## config.mk

```make
export PLATFORM = sky130hd
export DESIGN_NAME = coin_credit_accumulator_flat
export DESIGN_NICKNAME = d
export VERILOG_FILES = /design/src/rtl/coin_credit_accumulator_pkg.sv /design/src/rtl/coin_credit_accumulator_if.sv /design/src/rtl/coin_credit_accumulator_debouncer.sv /design/src/rtl/coin_credit_accumulator.sv /design/src/flat_wrapper.sv
export SDC_FILE = /design/constraint.sdc
export NUM_CORES = 1
export LEC_CHECK = 0
export CORE_MARGIN = 2
export CORE_UTILIZATION = 54
export CTS_CLUSTER_SIZE = 12
export DETAILED_ROUTE_END_ITERATION = 10
export PLACE_DENSITY = 0.79
export SLEW_MARGIN = 20
export SYNTH_ARGS = -nofsm -noshare
export SYNTH_HDL_FRONTEND = slang
export SYNTH_SLANG_ARGS = --single-unit
```

## constraint.sdc

```tcl
create_clock -name clock -period 5.6 [get_ports clock]
set_input_delay 0.84 -clock clock [delete_from_list [all_inputs] [get_ports clock]]
set_output_delay 0.84 -clock clock [all_outputs]
set_load 0.01 [all_outputs]
```

## src/rtl/coin_credit_accumulator_pkg.sv

```systemverilog
// Shared types and constants for the coffee vending credit front end.
package vending_pkg;
  localparam int CREDIT_W       = 4;
  localparam int COIN_100_UNITS = 1;
  localparam int COIN_500_UNITS = 5;

  typedef logic [CREDIT_W-1:0] credit_t;

  typedef enum logic {IDLE, DONE} buy_state_t;
endpackage

```

## src/rtl/coin_credit_accumulator_if.sv

```systemverilog
// Coin, purchase and change signals between the vending controller and the accumulator.
interface coin_credit_accumulator_if;
  import vending_pkg::*;

  logic    coin_100;
  logic    coin_500;
  credit_t price;
  logic    buy_req;
  logic    cancel;
  credit_t total_coins;
  logic    credit_full;
  logic    coin_reject;
  logic    buy_ack;
  logic    buy_nack;
  credit_t change;
  logic    change_valid;

  modport master (
    output coin_100, coin_500, price, buy_req, cancel,
    input  total_coins, credit_full, coin_reject, buy_ack, buy_nack, change, change_valid
  );

  modport slave (
    input  coin_100, coin_500, price, buy_req, cancel,
    output total_coins, credit_full, coin_reject, buy_ack, buy_nack, change, change_valid
  );
endinterface

```

## src/rtl/coin_credit_accumulator_debouncer.sv

```systemverilog
// Per-line coin front end: 2-flop synchroniser, stability counter, rising-edge pulse.
module coin_debouncer
  import vending_pkg::*;
#(
  parameter int DEBOUNCE_CYCLES = 4
) (
  input  logic clock,
  input  logic reset,
  input  logic raw,
  output logic coin_evt
);
  localparam int CNT_W = (DEBOUNCE_CYCLES < 2) ? 1 : $clog2(DEBOUNCE_CYCLES + 1);

  logic             sync1;
  logic             sync2;
  logic             level;
  logic [CNT_W-1:0] cnt;

  // Sync the raw line, count consecutive disagreeing samples, flip the level after enough of them.
  // The event is registered on the same edge the level rises, so credit moves one edge later.
  always_ff @(posedge clock or negedge reset) begin
    if (!reset) begin
      sync1    <= 1'b0;
      sync2    <= 1'b0;
      level    <= 1'b0;
      cnt      <= '0;
      coin_evt <= 1'b0;
    end else begin
      sync1    <= raw;
      sync2    <= sync1;
      coin_evt <= 1'b0;
      if (sync2 == level) begin
        cnt <= '0;
      end else if (cnt == CNT_W'(DEBOUNCE_CYCLES - 1)) begin
        level    <= sync2;
        cnt      <= '0;
        coin_evt <= sync2;
      end else begin
        cnt <= cnt + 1'b1;
      end
    end
  end
endmodule

```

## src/rtl/coin_credit_accumulator.sv

```systemverilog
// Coin credit accumulator: debounced coin intake, capped credit, purchase/cancel handshake.
// Credit width comes from vending_pkg::CREDIT_W.
module coin_credit_accumulator
  import vending_pkg::*;
#(
  parameter int MAX_CREDIT      = 10,
  parameter int DEBOUNCE_CYCLES = 4
) (
  input  logic                       clock,
  input  logic                       reset,
  coin_credit_accumulator_if.slave   cif
);
  // Headroom so base + 5 + 1 can be compared against the ceiling without wrapping.
  localparam int SUM_W = CREDIT_W + 3;

  logic       evt_100;
  logic       evt_500;
  buy_state_t state;
  credit_t    total_q;
  credit_t    change_q;
  logic       full_q;
  logic       reject_q;
  logic       ack_q;
  logic       nack_q;
  logic       cv_q;

  logic             settle;
  logic             reject;
  logic [SUM_W-1:0] base;
  logic [SUM_W-1:0] after_500;
  logic [SUM_W-1:0] after_100;
  credit_t          next_credit;

  coin_debouncer #(.DEBOUNCE_CYCLES(DEBOUNCE_CYCLES)) u_deb_100 (
    .clock   (clock),
    .reset   (reset),
    .raw     (cif.coin_100),
    .coin_evt(evt_100)
  );

  coin_debouncer #(.DEBOUNCE_CYCLES(DEBOUNCE_CYCLES)) u_deb_500 (
    .clock   (clock),
    .reset   (reset),
    .raw     (cif.coin_500),
    .coin_evt(evt_500)
  );

  // Next credit: a charge or refund this cycle zeroes the base, then the 500 event, then the 100 event.
  always_comb begin
    settle    = 1'b0;
    reject    = 1'b0;
    if (state == IDLE) begin
      if (cif.buy_req) settle = (total_q >= cif.price);
      else             settle = cif.cancel && (total_q != '0);
    end
    base      = settle ? '0 : SUM_W'(total_q);
    after_500 = base;
    if (evt_500) begin
      if (base + SUM_W'(COIN_500_UNITS) <= SUM_W'(MAX_CREDIT)) after_500 = base + SUM_W'(COIN_500_UNITS);
      else                                                    reject    = 1'b1;
    end
    after_100 = after_500;
    if (evt_100) begin
      if (after_500 + SUM_W'(COIN_100_UNITS) <= SUM_W'(MAX_CREDIT)) after_100 = after_500 + SUM_W'(COIN_100_UNITS);
      else                                                         reject    = 1'b1;
    end
    next_credit = credit_t'(after_100);
  end

  // Credit register plus the buy/cancel FSM; every output is registered here.
  always_ff @(posedge clock or negedge reset) begin
    if (!reset) begin
      state    <= IDLE;
      total_q  <= '0;
      change_q <= '0;
      full_q   <= 1'b0;
      reject_q <= 1'b0;
      ack_q    <= 1'b0;
      nack_q   <= 1'b0;
      cv_q     <= 1'b0;
    end else begin
      total_q  <= next_credit;
      full_q   <= (SUM_W'(next_credit) == SUM_W'(MAX_CREDIT));
      reject_q <= reject;
      ack_q    <= 1'b0;
      nack_q   <= 1'b0;
      cv_q     <= 1'b0;
      case (state)
        IDLE: begin
          if (cif.buy_req) begin
            state <= DONE;
            if (total_q >= cif.price) begin
              change_q <= total_q - cif.price;
              ack_q    <= 1'b1;
              cv_q     <= 1'b1;
            end else begin
              nack_q   <= 1'b1;
            end
          end else if (cif.cancel && (total_q != '0)) begin
            state    <= DONE;
            change_q <= total_q;
            cv_q     <= 1'b1;
          end
        end
        DONE: begin
          if (!cif.buy_req && !cif.cancel) state <= IDLE;
        end
        default: state <= IDLE;
      endcase
    end
  end

  assign cif.total_coins  = total_q;
  assign cif.credit_full  = full_q;
  assign cif.coin_reject  = reject_q;
  assign cif.buy_ack      = ack_q;
  assign cif.buy_nack     = nack_q;
  assign cif.change       = change_q;
  assign cif.change_valid = cv_q;
endmodule

```

## src/flat_wrapper.sv

```systemverilog
// flat-port wrapper written by rule: the top's interface ports become plain ports
module coin_credit_accumulator_flat import vending_pkg::*;
#(
  parameter int MAX_CREDIT      = 10,
  parameter int DEBOUNCE_CYCLES = 4
)
  (clock, reset, cif_coin_100, cif_coin_500, cif_price, cif_buy_req, cif_cancel, cif_total_coins, cif_credit_full, cif_coin_reject, cif_buy_ack, cif_buy_nack, cif_change, cif_change_valid);
  coin_credit_accumulator_if cif_i ();
  input  logic clock;
  input  logic reset;
  input wire logic [$bits(cif_i.coin_100)-1:0] cif_coin_100;
  input wire logic [$bits(cif_i.coin_500)-1:0] cif_coin_500;
  input wire logic [$bits(cif_i.price)-1:0] cif_price;
  input wire logic [$bits(cif_i.buy_req)-1:0] cif_buy_req;
  input wire logic [$bits(cif_i.cancel)-1:0] cif_cancel;
  output wire logic [$bits(cif_i.total_coins)-1:0] cif_total_coins;
  output wire logic [$bits(cif_i.credit_full)-1:0] cif_credit_full;
  output wire logic [$bits(cif_i.coin_reject)-1:0] cif_coin_reject;
  output wire logic [$bits(cif_i.buy_ack)-1:0] cif_buy_ack;
  output wire logic [$bits(cif_i.buy_nack)-1:0] cif_buy_nack;
  output wire logic [$bits(cif_i.change)-1:0] cif_change;
  output wire logic [$bits(cif_i.change_valid)-1:0] cif_change_valid;
  assign cif_i.coin_100 = cif_coin_100;
  assign cif_i.coin_500 = cif_coin_500;
  assign cif_i.price = cif_price;
  assign cif_i.buy_req = cif_buy_req;
  assign cif_i.cancel = cif_cancel;
  assign cif_total_coins = cif_i.total_coins;
  assign cif_credit_full = cif_i.credit_full;
  assign cif_coin_reject = cif_i.coin_reject;
  assign cif_buy_ack = cif_i.buy_ack;
  assign cif_buy_nack = cif_i.buy_nack;
  assign cif_change = cif_i.change;
  assign cif_change_valid = cif_i.change_valid;
  coin_credit_accumulator #(.MAX_CREDIT(MAX_CREDIT), .DEBOUNCE_CYCLES(DEBOUNCE_CYCLES)) u_core (.clock(clock), .reset(reset), .cif(cif_i));
endmodule
```

==> results of run 1 <==
-- power by group --
part           total [uW]  switching, uW  internal [uW]  leakage [uW]
sequential            297           47.1            250      0.000362
clock                 132           59.3           72.4     0.0000279
combinational         392            203            189      0.000513
-- cells by family (layout without fill, tap and decap cells) --
kind of cell	count (synthesis)	in the layout	synth area share [%]
fa+ha+maj	11	11	8.61
flops	28	28	41.5
buf+inv	18	41	4.97
mux	8	8	5.04
simple gates	59	59	19.4
compound gates	39	39	17.4
xor+xnor	6	6	3.12
-- routing by layer --
layer  vias to the layer above  wire length [um]  track usage (%)
met2                        36              1530             34.3
li1                        650                 -                -
met4                         0                67             9.21
met5                         -                 0                0
met1                       644              1510             26.0
met3                         8               122             2.38
-- final cells by class --
type | count | area share (%)
Clock buffer | 3 | 1.13
Clock inverter | 1 | 1.51
Inverter | 12 | 2.38
Multi-Input combinational cell | 123 | 45.6
Sequential cell | 28 | 35.1
Tap cell | 33 | 2.07
Timing Repair Buffer | 25 | 12.2
-- stage by stage --
stage / hold slack (ns) / power [uW] / utilization, % / TNS [ns]
2_1_floorplan: 0.331 / 566 / - / 0
3_3_place_gp: 0.334 / 669 / 64.4 / 0
3_5_place_dp: 0.340 / 689 / 64.4 / -0.0972
4_1_cts: 0.380 / 821 / 66.2 / 0
5_1_grt: 0.382 / 884 / 66.4 / 0
6_report: 0.377 / 821 / 66.4 / 0
-- worst max-delay path: stages --
cell and delay (ns):
clkdlybuf4s50_1 0.42, ha_1 0.22, fa_1 0.43, a311o_1 0.31, and2_4 0.16, buf_4 0.19
nand2_1 0.10, ha_1 0.24, or2_1 0.26, a21oi_1 0.24, o32ai_2 0.17, nand4_1 0.13
o21ai_0 0.10, a21oi_1 0.36, ha_1 0.32, nand2_1 0.07, a21oi_1 0.15, xnor2_1 0.13
o21ai_1 0.10, or4_1 0.42, mux2i_1 0.16
-- synth_stat cells, drive strengths merged (2+ instances only) --
| cell type | count |
|---|---|
| nor2b | 5 |
| mux2i | 4 |
| clkbuf | 3 |
| and2 | 2 |
| inv | 11 |
| nor2 | 7 |
| nand3 | 3 |
| a31oi | 5 |
| or4 | 2 |
| mux2 | 4 |
| dfrtp | 28 |
| xor2 | 2 |
| and3b | 2 |
| nand2 | 18 |
| nand4 | 2 |
| a21oi | 6 |
| nor3 | 3 |
| nor3b | 5 |
| o21ai | 13 |
| nand2b | 5 |
| a22o | 2 |
| xnor2 | 4 |
| buf | 3 |
| ha | 10 |
-- path summary, 6_finish.rpt --
path	depth (start not counted)	slack, ns	endpoint
worst max-delay path	21	0.32	u_core.cif.credit_full
worst min-delay path	0	0.38	u_core.u_deb_100.sync2
worst max register to register	21	0.61	u_core.cif.credit_full
worst min register to register	0	0.38	u_core.u_deb_100.sync2
max in group asynchronous	2	4.48	u_core.cif.coin_reject
min in group asynchronous	2	0.87	u_core.state
-- sequential cells by signal (all words and copies together), names as in the netlist --
register,flops
u_core.u_deb_100.sync1,1
u_core.cif.credit_full,1
u_core.cif.buy_ack,1
u_core.u_deb_500.sync1,1
u_core.u_deb_500.sync2,1
u_core.u_deb_500.coin_evt,1
u_core.u_deb_500.cnt,3
u_core.u_deb_100.cnt,3
u_core.u_deb_100.level,1
u_core.u_deb_500.level,1
u_core.u_deb_100.sync2,1
u_core.cif.coin_reject,1
u_core.state,1
u_core.cif.total_coins,4
u_core.cif.buy_nack,1
u_core.u_deb_100.coin_evt,1
u_core.cif.change_valid,1
u_core.cif.change,4
==> out/results.ini, run 1 <==
[run_status]
status = completed

[sta]
worst_pin_slew_ns = 0.483
relSlewSlack_pct = 67.8
post-route-worst-setup-slack_ns = 0.323
hold_viol = 0
period_needed_ns = 5.28
slew_viol_final = 0
finalSetupViolCount = 0
fin_crit_sh_pct = 94.2
rsz0062_at_grt = no
finClkSkew_ns = 0.00557
timing.fmax_ghz = 0.189

[routing]
vias = 1338
drcViolationCount = 0
routed_wl_um = 3230
drt_iter0_drc = 47
wl_per_cell_um = 14.4
ant_nets = 0
drt_pass1_iterations = 4
viasPerCell = 5.95

[cells_and_area]
fin_cells = 225
fin_nets = 214
seqCellArea_um2 = 701
multi_input_area_um2 = 910
synthToLayoutAreaGrowth_pct = 18.2
final_cell_mix = 28 x dfrtp_1, 22 x clkdlybuf4s50_1, 18 x nand2_1
layout_commonest_cell = dfrtp_1
diodes = 0
drive_gt1_share_pct = 10.4
final_cell_area_um2 = 1990
nFillCells = 254

[setup_path]
startpoint = cif_price[0]
crit_path_max_fanout = 17
cp-end-kind = flip-flop
cp.arrival_ns = 5.54
start_kind = input pin
crit_required_ns = 5.86
reg2reg_from = u_core.cif.total_coins[0]
crit_type = in -> reg

[clock_network]
cts_buffer_depth = 2
clkSinkCount = 28
cts_tree = done
cts_inserted_buffers = 3
hold_buffers = 0
root_buffer = clkbuf_4
cts_resized = 0
post_cts_buffers = 0
h-tree-depth = 1
clk_pin_slew_ns = 0.15
clock_latency_ns = 0.33

[yosys]
synthFlopType = dfrtp_1
ys_async_sr_fraction_pct = 100
synth_edf_count = 0
synth_top_area_cell = dfrtp_1
ys_types = 53
synth_top_area_share_pct = 41.5
ys_seq_area_share_pct = 41.5
syn-instance-count = 169
ys_ff_latch = 28
synthTopCellsByArea = dfrtp_1 42%, ha_1 7.4%, nand2_1 4.0%
syn-cell-area_um2 = 1690
syn_area_per_cell_um2 = 9.98
yosysWarningCount = 0
syn_nets = 190

[die]
die_x_um = 59.9
ioPinCount = 23
dieHeight_um = 59.9
start_util_pct = 56.2
die_area_um2 = 3590
row_count = 20
core_um2 = 3000

[power_and_ir_drop]
ir_worst_vdd_v = 0.000197
power_density_nw_per_um2 = 412
p_leak_uw = 0.000902

[grt]
antenna_found_initial = 0
grt_overflow_total = 0
grt_max_degree = 29
grt_pass1_vias = 1327
grt_util_all_layers_pct = 20.3
grt_pass1_wl_um = 5580

[placement]
dp_cells = 221
hpwlAfterDp_um = 2540
dpl-instance-area_um2 = 1930
preCtsSetupSlack_ns = -0.0904
portBuffers = 22
place.gp.congestion = 0.800

[flow_run]
drv_cap = 0

[hold_path]
min_from = u_core.u_deb_100.sync1
hold_class = reg -> reg

Note: power is estimated with default switching activity, not from simulation.
==> run 2, diff against run 1 <==
--- a/config.mk
+++ b/config.mk
@@ -7,10 +7,11 @@
 export LEC_CHECK = 0
 export CORE_MARGIN = 2
 export CORE_UTILIZATION = 54
-export CTS_CLUSTER_SIZE = 12
+export CTS_CLUSTER_SIZE = 28
 export DETAILED_ROUTE_END_ITERATION = 10
 export PLACE_DENSITY = 0.79
 export SLEW_MARGIN = 20
 export SYNTH_ARGS = -nofsm -noshare
 export SYNTH_HDL_FRONTEND = slang
+export SYNTH_HIERARCHICAL = 1
 export SYNTH_SLANG_ARGS = --single-unit
==> run 2 against run 1 <==
Against the previous run:
- register-to-register slack got worse by 0.15 ns
- largest cell class unchanged
- sequential share of layout area decreased by 0.50 points
- highest routed layer unchanged
- design area rose by 1.4%
- routed wire length increased by 2.3%
- critical path type unchanged
- synthesized cell count shrank 6.5%
==> out/results.ini, run 2 <==
[clock_network]
clk_pin_slew_ns = 0.13  ; -0.02 ns
hold_buffers = 0  ; unchanged
cts_resized = 0  ; unchanged
cts_tree = done
cts_buffer_depth = 2  ; unchanged
clkSinkCount = 28  ; unchanged
post_cts_buffers = 0  ; unchanged
clock_latency_ns = 0.30  ; -0.03 ns
cts_inserted_buffers = 3  ; unchanged
h-tree-depth = 1  ; unchanged
root_buffer = clkbuf_4

[yosys]
synth-xor-area-share_pct = 2.58  ; -0.54 points
ys_async_sr_fraction_pct = 100  ; unchanged
synth_compound_area_share_pct = 17.6  ; +0.24 points
synth_top_area_share_pct = 41.2  ; -0.31 points
synth_simple_gate_area_share_pct = 18.3  ; -1.0 points
synthTopCellsByArea = dfrtp_1 41%, ha_1 7.4%, a21oi_1 3.2%
yosysMostFrequentCell = dfrtp_1
ys_seq_area_share_pct = 41.2  ; -0.31 points
syn-cell-area_um2 = 1700  ; +0.74%
syn_area_per_cell_um2 = 10.8  ; +7.8%
syn_nets = 179  ; -5.8%
yosysWarningCount = 6  ; +6
synth_top_area_cell = dfrtp_1
ys_ff_latch = 28  ; unchanged
ys_types = 52  ; -1.9%
synth_edf_count = 0  ; unchanged
syn-instance-count = 158  ; -6.5%
muxShareOfSynthArea_pct = 7.22  ; +2.2 points
synthAdderAreaFrac_pct = 8.54  ; -0.063 points
synthTopCellsByCount = 28 x dfrtp_1, 12 x inv_1, 11 x a21oi_1
synth_top_family_by_area = simple AND/OR/NAND/NOR gates
synthFlopType = dfrtp_1

[setup_path]
crit_slowest_cell = clkdlybuf4s50_1
critPathBufInv = 2  ; unchanged
cp_slowest_stage_delay_ns = 0.42  ; about the same
cp-end-kind = flip-flop
r2r_slack_ns = 0.46  ; -0.15 ns
crit_chain = clkdlybuf4s50_1 > ha_1 > fa_1 > a21boi_0 > or3_1 > and2_4 > clkinv_4 > nor2_1 > ha_1 > or2_2 > a21oi_1 > o32ai_1 > a21o_1 > a22o_1 > ha_1 > nand2b_1 > nand2_1 > a21oi_1 > a31oi_2 > a21oi_4 > mux2_4
critPathTopFamily = compound AO/OA/AOI/OAI gates
reg2reg_from = u_core/cif.total_coins[0]
start_kind = input pin
crit_path_max_fanout = 6  ; -11
cp.arrival_ns = 5.64  ; +0.10 ns
timing.rr.end = u_core/cif.total_coins[1]
crit_required_ns = 5.81  ; -0.05 ns
r2r_cells = 21  ; unchanged
crit_type = in -> reg
timing.critical_path.mode_cell = ha_1

[power_and_ir_drop]
p_leak_uw = 0.000917  ; +1.6%
power_density_nw_per_um2 = 413  ; +0.39%
ir_worst_vdd_v = 0.000187  ; -5.1%

[flow_run]
drv_cap = 0  ; unchanged

[grt]
grt_util_all_layers_pct = 20.3  ; -0.055 points
antenna_found_initial = 0  ; unchanged
grt_pass1_vias = 1323  ; -0.30%
grt_overflow_total = 0  ; unchanged
grt_pass1_wl_um = 5610  ; +0.61%
grt_max_degree = 29  ; unchanged

[cells_and_area]
diodes = 0  ; unchanged
layout_commonest_cell = dfrtp_1
fin_nets = 209  ; -2.3%
final_cell_mix = 28 x dfrtp_1, 22 x clkdlybuf4s50_1, 12 x inv_1
nFillCells = 228  ; -10%
drive_gt1_share_pct = 16.7  ; +6.2 points
synthToLayoutAreaGrowth_pct = 19.1

[routing]
drt_pass1_iterations = 4  ; unchanged
viasPerCell = 5.45  ; -8.4%
routed_wl_um = 3300  ; +2.3%
drt_iter0_drc = 55  ; +17%
ant_nets = 0  ; unchanged
wl_per_cell_um = 14.4  ; about the same
vias = 1253  ; -6.4%
drcViolationCount = 0  ; unchanged

[placement]
portBuffers = 22  ; unchanged
place.gp.congestion = 0.976  ; +22%
preCtsSetupSlack_ns = -0.107  ; -0.0164 ns
hpwlAfterDp_um = 2590  ; +2.0%

[die]
core_um2 = 3030  ; +0.83%
die_area_um2 = 3610  ; +0.70%
dieHeight_um = 60.1  ; +0.35%
row_count = 20  ; unchanged
die_x_um = 60.1  ; +0.35%
start_util_pct = 56.1  ; about the same
ioPinCount = 23  ; unchanged

[sta]
period_needed_ns = 5.43  ; +0.153 ns
fin_crit_sh_pct = 97.0  ; +2.7 points
timing.fmax_ghz = 0.184  ; -2.8%
finClkSkew_ns = 0.00142  ; -0.00415 ns
rsz0062_at_grt = no
post-route-worst-setup-slack_ns = 0.170  ; -0.153 ns
relSlewSlack_pct = 56.1  ; -12 points
whs_ns = 0.370  ; -0.00700 ns
finalSetupTns_ns = 0  ; unchanged
hold_viol = 0  ; unchanged
finalSetupViolCount = 0  ; unchanged
worst_pin_slew_ns = 0.656  ; +0.173 ns
slew_viol_final = 0  ; unchanged

[hold_path]
min_path_cells = 0  ; unchanged
min_from = u_core/u_deb_100/sync1
holdPathEnd = u_core/u_deb_100/sync2
hold_class = reg -> reg

[run_status]
status = completed

-- run 2: worst reg2reg max path: cells and delay by family (launching register included) --
family / cells / cell delay [ns]
multiplexers: 1 / 0.31
AO/OA/AOI/OAI: 8 / 1.61
buffers and inverters: 2 / 0.20
AND/OR/NAND/NOR: 6 / 1.13
adder cells (fa/ha/maj): 4 / 1.29
flip-flops: 1 / 0.52
-- run 2: layer usage --
layer | global-route usage, % | part of all wire, % | up-vias
met5 | 0 | 0 | -
met4 | 6.35 | 1.1 | 0
met3 | 2.60 | 3.8 | 4
met2 | 34.9 | 50 | 27
met1 | 26.4 | 45 | 596
li1 | - | - | 626
-- run 2: power by group --
group / internal [uW] / switching [uW] / total (uW) / leakage [uW]
clock: 25.1 / 50.4 / 75.5 / 0.0000138
combinational: 228 / 231 / 460 / 0.000545
sequential: 251 / 49.3 / 301 / 0.000358
-- run 2: area by class of cell --
type	instances	area (um2)	area share, %
clock buffers	3	22.5	1.11
repair buffers	28	265	13.1
multi-input cells	113	922	45.6
flip-flops and latches	28	701	34.6
inverters	14	57.6	2.84
well taps	44	55.1	2.72
-- run 2: logic make-up after synthesis --
logic type | Yosys count
AO/OA/AOI/OAI | 38
XOR/XNOR | 5
adder cells (fa/ha/maj) | 11
buffers and inverters | 17
flip-flops | 28
multiplexers | 10
AND/OR/NAND/NOR | 49
-- run 2: metrics by stage --
| step | cells | cell area (um2) | util [%] | power (uW) |
|---|---|---|---|---|
| 4_1_cts | 230 | 2020 | 66.8 | 840 |
| 3_5_place_dp | 227 | 2000 | 66.1 | 763 |
| 2_1_floorplan | 158 | 1700 | - | 604 |
| 3_3_place_gp | 227 | 2000 | 66.1 | 734 |
| 5_1_grt | 230 | 2020 | 66.8 | 900 |
| 6_report | 230 | 2020 | 66.8 | 836 |
-- run 2: worst max path at each step --
stage / from / endpoint / slack, ns / cells after the start
floorplan: cif_price[0] / u_core/cif.total_coins[1] / 0.27 / 22
detailed placement: cif_price[0] / u_core/cif.total_coins[1] / -0.11 / 21
finish: cif_price[0] / u_core/cif.total_coins[1] / 0.17 / 21
global placement: cif_price[0] / u_core/cif.total_coins[1] / 0.09 / 21
CTS: cif_price[0] / u_core/cif.total_coins[1] / 0.22 / 21
global route: cif_price[0] / u_core/cif.total_coins[1] / 0.01 / 21
